[config.mk]
export PLATFORM = sky130hd
export DESIGN_NAME = obi_wb_bridge
export DESIGN_NICKNAME = d
export VERILOG_FILES = /design/src/rtl/processorci_bridge_pkg.sv /design/src/rtl/obi_wb_timeout_counter.sv /design/src/rtl/obi_wb_bridge.sv
export SDC_FILE = /design/constraint.sdc
export NUM_CORES = 1
export LEC_CHECK = 0
export BUFFER_PORTS_ARGS = -buffer_cell sky130_fd_sc_hd__buf_2
export CAP_MARGIN = 20
export CORE_MARGIN = 1.5
export CORE_UTILIZATION = 25
export CTS_BUF_LIST = sky130_fd_sc_hd__clkbuf_8 sky130_fd_sc_hd__clkbuf_16
export DETAILED_ROUTE_END_ITERATION = 12
export SLEW_MARGIN = 20
export SYNTH_ARGS = -nofsm -noshare
export SYNTH_HDL_FRONTEND = slang
export SYNTH_SLANG_ARGS = --single-unit
[constraint.sdc]
create_clock -name clk_core -period 3.7 [get_ports clk_core]
set_input_delay 0.37 -clock clk_core [delete_from_list [all_inputs] [get_ports clk_core]]
set_output_delay 0.37 -clock clk_core [all_outputs]
set_load 0.005 [all_outputs]
[src/rtl/processorci_bridge_pkg.sv]
// processorci_bridge_pkg: shared FSM state type and default widths for the OBI-to-Wishbone bridge.
package processorci_bridge_pkg;
  typedef enum logic [1:0] {IDLE, BUS, RESP} bridge_state_t;
  localparam int DEF_ADDR_WIDTH = 32;
  localparam int DEF_DATA_WIDTH = 32;
  localparam int DEF_TIMEOUT_CYCLES = 255;
endpackage

[src/rtl/obi_wb_timeout_counter.sv]
// wb_timeout_counter: counts stalled Wishbone cycles; exists only when BRIDGE_TIMEOUT_EN is defined.
`ifdef BRIDGE_TIMEOUT_EN
module wb_timeout_counter #(
  parameter int TIMEOUT_CYCLES = 255
) (
  input  logic clk_i,
  input  logic rst_i,
  input  logic clear_i,
  input  logic enable_i,
  output logic expired_o
);
  localparam int W = $clog2(TIMEOUT_CYCLES + 1);
  logic [W-1:0] cnt_q;
  always_ff @(posedge clk_i or posedge rst_i)
    if (rst_i) cnt_q <= '0;
    else if (clear_i) cnt_q <= '0;
    else if (enable_i) cnt_q <= cnt_q + 1'b1;
  // Fires on the last permitted stalled cycle so the bus is held exactly TIMEOUT_CYCLES cycles.
  assign expired_o = enable_i && cnt_q == W'(TIMEOUT_CYCLES - 1);
endmodule
`endif

[src/rtl/obi_wb_bridge.sv]
// obi_wb_bridge: OBI (req/gnt/rvalid) slave to Wishbone classic master, one transfer at a time.
// Optional bus-cycle timeout enabled by defining BRIDGE_TIMEOUT_EN.
module obi_wb_bridge
  import processorci_bridge_pkg::*;
#(
  parameter int ADDR_WIDTH     = DEF_ADDR_WIDTH,
  parameter int DATA_WIDTH     = DEF_DATA_WIDTH,
  parameter int TIMEOUT_CYCLES = DEF_TIMEOUT_CYCLES
) (
  input  logic                    clk_core,
  input  logic                    rst_core,
  input  logic                    req_i,
  output logic                    gnt_o,
  input  logic [ADDR_WIDTH-1:0]   addr_i,
  input  logic                    we_i,
  input  logic [DATA_WIDTH/8-1:0] be_i,
  input  logic [DATA_WIDTH-1:0]   wdata_i,
  output logic                    rvalid_o,
  output logic [DATA_WIDTH-1:0]   rdata_o,
  output logic                    err_o,
  output logic                    wb_cyc_o,
  output logic                    wb_stb_o,
  output logic                    wb_we_o,
  output logic [DATA_WIDTH/8-1:0] wb_sel_o,
  output logic [ADDR_WIDTH-1:0]   wb_addr_o,
  output logic [DATA_WIDTH-1:0]   wb_data_o,
  input  logic [DATA_WIDTH-1:0]   wb_data_i,
  input  logic                    wb_ack_i,
  input  logic                    wb_err_i
);
  bridge_state_t state_q, state_d;
  logic [ADDR_WIDTH-1:0] addr_q;
  logic we_q;
  logic [DATA_WIDTH/8-1:0] be_q;
  logic [DATA_WIDTH-1:0] wdata_q, rdata_q;
  logic err_q;
  logic timeout, done, fail, in_bus;
  assign in_bus = state_q == BUS;
`ifdef BRIDGE_TIMEOUT_EN
  wb_timeout_counter #(.TIMEOUT_CYCLES(TIMEOUT_CYCLES)) u_timeout (
    .clk_i    (clk_core),
    .rst_i    (rst_core),
    .clear_i  (!in_bus),
    .enable_i (in_bus && !wb_ack_i && !wb_err_i),
    .expired_o(timeout)
  );
`else
  logic timeout_unused;
  assign timeout_unused = TIMEOUT_CYCLES[0];
  assign timeout = 1'b0;
`endif
  // Error beats ack; ack beats a timeout landing on the same cycle.
  always_comb begin
    done = wb_ack_i || wb_err_i || timeout;
    fail = wb_err_i || (timeout && !wb_ack_i);
    state_d = state_q == IDLE ? (req_i ? BUS : IDLE)
            : in_bus ? (done ? RESP : BUS)
            : IDLE;
  end
  always_ff @(posedge clk_core or posedge rst_core)
    if (rst_core) begin
      state_q <= IDLE;
      addr_q  <= '0;
      we_q    <= 1'b0;
      be_q    <= '0;
      wdata_q <= '0;
      rdata_q <= '0;
      err_q   <= 1'b0;
    end else begin
      state_q <= state_d;
      if (gnt_o) begin
        addr_q  <= addr_i;
        we_q    <= we_i;
        be_q    <= be_i;
        wdata_q <= wdata_i;
      end
      if (in_bus && done) begin
        rdata_q <= (fail || we_q) ? '0 : wb_data_i;
        err_q   <= fail;
      end
    end
  assign gnt_o     = req_i && state_q == IDLE;
  assign rvalid_o  = state_q == RESP;
  assign rdata_o   = rdata_q;
  assign err_o     = err_q;
  assign wb_cyc_o  = in_bus;
  assign wb_stb_o  = in_bus;
  assign wb_we_o   = we_q;
  assign wb_sel_o  = be_q;
  assign wb_addr_o = addr_q & ~ADDR_WIDTH'(3);
  assign wb_data_o = wdata_q;
endmodule

# [Word-level counts from Yosys, hierarchy flattened]
# Cells that the tools add are included.
[word_totals] ramBits=0 latchBits=0 output_inout_bits=106 word_cells=19 ff_bits=104 mem_bits_ro=0 mem_count=0
[classes] n_bitwise=0 n_lt_le_gt_ge=0 multipliers=0 addsub=0 eq_ne=2 mux=5 n_shift=0 div=0 reduce_logical=5
[ops] op="32-bit 2-to-1 mux" count=1
[ops] op="2-bit 2-to-1 mux" count=3
[ops] op="2-bit by 1-bit equality test with 1-bit output (second input constant)" count=1
[ops] op="2-bit equality test (second input constant)" count=1
[ops] op="1-bit logical AND" count=2
[ops] op="2-bit zero test" count=1
[ops] op="1-bit logical OR" count=2
[ops] op="1-bit 2-to-1 mux" count=1

# [Depth between registers and ports, before layout]
[depth] word_depth=4 ltp_mapped=5 ltp_nobuf=3

# [Least setup slack after synthesis]
# Ideal clock, no wire load.
[synth_timing] kind="register to register" from="register state_q[1]" to="register wdata_q[10] (netlist: wb_data_o[10])" n_path_buf=2 stages_incl_launch_ff=5 setup_slack_ns=2.246 arrival_ns=1.327 path_cell_list="dfrtp_1 > nor3b_2 > buf_4 > buf_6 > mux2_1"
[synth_via] elab_chain_cells=2
[synth_lines] item="from (decl)" line="obi_wb_bridge.sv:31" text="bridge_state_t state_q, state_d;"
[synth_lines] item="from (signal assigned)" line="obi_wb_bridge.sv:70" text="state_q <= state_d;"
[synth_lines] item="2-bit zero test" line="obi_wb_bridge.sv:82" text="assign gnt_o = req_i && state_q == IDLE;"
[synth_lines] item="1-bit logical AND" line="obi_wb_bridge.sv:82"
[synth_lines] item="to (signal assigned)" line="obi_wb_bridge.sv:75" text="wdata_q <= wdata_i;"
[synth_lines] item="to (decl)" line="obi_wb_bridge.sv:35" text="logic [DATA_WIDTH-1:0] wdata_q, rdata_q;"
# Every way passes these cells.
# A chain may end at the register's enable or synchronous reset.

# [Final worst setup path]
[layout_timing] from="register state_q[1]" to="output port gnt_o"
[layout_via] elab_chain_cells=2
[layout_lines] item="2-bit zero test" line="obi_wb_bridge.sv:82"
[layout_lines] item="1-bit logical AND" line="obi_wb_bridge.sv:82"
[layout_lines] item="to (decl)" line="obi_wb_bridge.sv:13" text="output logic gnt_o,"
# Every way passes these cells.

==> key figures <==
Layout
  – Layout area overhead: 39.25%
  – FILL cells: 1589
  – Finished Cell Area: about 5700 µm²
  – FF+latch area: 2552 µm²
  – Layout cell share with drive strength beyond 1: a little under three fifths
  – Layout Nets: around 600
  – Multi-input gate area: around 1300 µm²
  – Final core utilization: 35.57%
  – Ant. Diodes: 0

STA
  – Hold WS: 229.7 ps
  – FMAX: 0.4877 GHz
  – Final setup TNS: 0 ps
  – RSZ-0062 raised after global routing: false
  – Slew @ Worst Pin: 931.0 ps
  – Final-report hold violation count: 0
  – Final Slew Violations: 0
  – Slew margin rel.: 37.94%
  – Period utilization: between 50% and 60%
  – Final setup viols: 0
  – Clk_skew: 7.421 ps
  – Period minus WS final: 2050 ps

Critical path
  – FF-to-FF path depth: 4
  – Req. time, crit path: 3330 ps
  – CP Capture Type: output pin
  – Data arrival, critical path: 1680 ps
  – CP delay by family, top: buffers and inverters
  – Crit path cell chain: nor3b_4 > buf_12 > buf_2
  – Crit path buf inv count: 2
  – Reg2reg setup slack: between 1500 and 2000 ps
  – Max FO, Critical Path: 66
  – Worst setup path category: reg -> out
  – CP max stage delay: 440 ps
  – Reg2reg end: rdata_o[20]
  – R2R Path Start: state_q[0]
  – Crit start category: flip-flop
  – CP max stage cell: dfrtp_1

Die
  – # IOs: 212
  – Die Ht: approximately 130 µm
  – Std cell rows: 46
  – Die Footprint: 17000 µm²
  – Core area: 15890 µm²
  – Initial core utilization: between 20% and 30%
  – Width of the die: 130.4 µm

Pwr
  – Power Total: ~3.9 mW
  – Peak supply drop: ~0.29 mV
  – Static leakage: 2.798 nW
  – Power per Cell Area: 684.2 nW/µm²

Route
  – Vias: 2858
  – Vias/cell: 3.975
  – Post-DR wirelength/cell: 12.66 µm
  – DRC errors left: 0
  – DR iter-0 viols: between 70 and 80
  – Drt first pass iters: 4
  – Final WL: 9105 µm
  – Antenna Nets Post-Route: 0

Yosys
  – Mapped Avg Cell Area: 13.85 µm²
  – Synthesized cell area: 4058 µm²
  – Post-synth cell types: 17
  – Post-Syn Instances: 293
  – Synthesized flop and latch total: between 100 and 150
  – Synth warn: 0
  – Sequential share of the synthesized area: 62.90%

Global routing
  – Largest net degree at the start of global routing: 78
  – Tot GR Track Use: 10.50%
  – Number of global-route vias before repair: ~2.8k
  – First-pass GRT wire length: 13590 µm
  – Global route overflow: 0
  – Initial antenna violation count: 0

Clocking
  – Post-CTS resize count: 0
  – Max H-tree Level: 3
  – TritonCTS clock tree: yes
  – Clk_lat worst skew: 340 ps
  – CTS buffer count: 9
  – Post-CTS setup buffer count: 0
  – Clock-pin slew on the worst setup and hold paths: 70 ps
  – Post-cts hold buffer count: 0
  – Clock root buffer: clkbuf_16
  – TritonCTS Sinks: approximately 100
  – CTS Buffer Depth: 2

Place
  – DP Area: ~5300 µm²
  – DP HPWL: 6721 µm
  – I/O Buffers: slightly above 200
  – Routability cong.: 0.6591

Job
  – Max Cap Violations: 0

Worst hold path
  – Worst Hold Class: in -> async

Outcome
  – Status: complete, no violations
-- stage by stage --
step                std cells  worst slack [ps]
detailed placement        702              1666
finish                    719              1650
floorplan                 294             654.5
global placement          702              1765
CTS                       718              1579
global route              719              1538
-- sequential cells by signal, indices dropped and copies added, names as in the netlist --
| signal | cells |
|---|---|
| rdata_o | 32 |
| wb_data_o | 32 |
| addr_q | 30 |
| wb_sel_o | 4 |
| state_q | 2 |
| err_o | 1 |
| wb_we_o | 1 |
-- final cells by class --
class | instances | area share [%]
clock inverters | 7 | 1.683
multi-input cells | 142 | 22.83
flip-flops and latches | 102 | 45.17
repair buffers | 210 | 19.31
well taps | 216 | 4.783
clock buffers | 9 | 3.986
inverters | 33 | 2.236
-- cells by family (layout without fill, tap and decap cells) --
kind of cell    after synthesis  count (layout)  synth area share [%]
flops                       102             102                 62.90
mux                          99              99                 26.49
buf+inv                      50             259                 5.920
simple gates                 39              39                 4.194
compound gates                2               2                0.4010
other cells                   1               2               0.09242
-- cell usage in the layout, fill, tap and decap left out, drive strengths merged --
cell type and instances:
inv 35, clkbuf 9, a21o 1, dfrtp 102
a22o 1, mux2i 32, buf 210, conb 2
bufinv 2, nor3b 1, nor2b 3, nand2 33
clkinv 2, nor2 2, clkinvlp 1, mux2 67
-- synthesized netlist by cell type --
library cell | instances | area share (%)
nor2b_1 | 2 | 0.31
mux2i_1 | 32 | 7.9
nor3b_2 | 1 | 0.31
buf_6 | 4 | 1.1
conb_1 | 1 | 0.092
clkbuf_1 | 3 | 0.28
mux2_2 | 57 | 16
inv_1 | 33 | 3.1
dfrtp_1 | 102 | 63
nand2_1 | 33 | 3.1
nor2_1 | 2 | 0.19
nor2b_4 | 1 | 0.34
a22o_1 | 1 | 0.22
mux2_1 | 10 | 2.8
buf_4 | 4 | 0.74
a21o_1 | 1 | 0.19
buf_2 | 6 | 0.74
-- worst register-to-register path: cells and delay by family, from the launching register on --
| family | cells | cell delay, ps |
|---|---|---|
| flip-flops | 1 | 410 |
| AND/OR/NAND/NOR | 2 | 760 |
| multiplexers | 1 | 240 |
| buffers and inverters | 1 | 250 |
-- report_power, final --
part | total [mW] | switching [mW] | internal (mW)
clock | 1.02 | 0.421 | 0.595
combinational | 1.15 | 0.501 | 0.645
sequential | 1.70 | 0.194 | 1.51
-- layer usage --
layer	vias to the layer above	track usage [%]	share of wire, %
li1	1357	-	-
met1	1353	11.63	40
met2	130	17.68	49
met3	18	3.420	8.3
met4	0	6.206	2.8
met5	-	0	0
-- how the worst max path moves through the flow --
stage                           from           to  slack (ps)  cells after the start
final                     state_q[1]        gnt_o        1650                      3
after global routing      state_q[1]        gnt_o        1540                      3
after CTS                 state_q[1]        gnt_o        1580                      3
after detailed placement  state_q[0]  rdata_o[23]        1670                      3
after global placement    state_q[0]  rdata_o[23]        1770                      3
after floorplan             rst_core   addr_q[10]         650                      1
(Power assumes the default switching activity.)
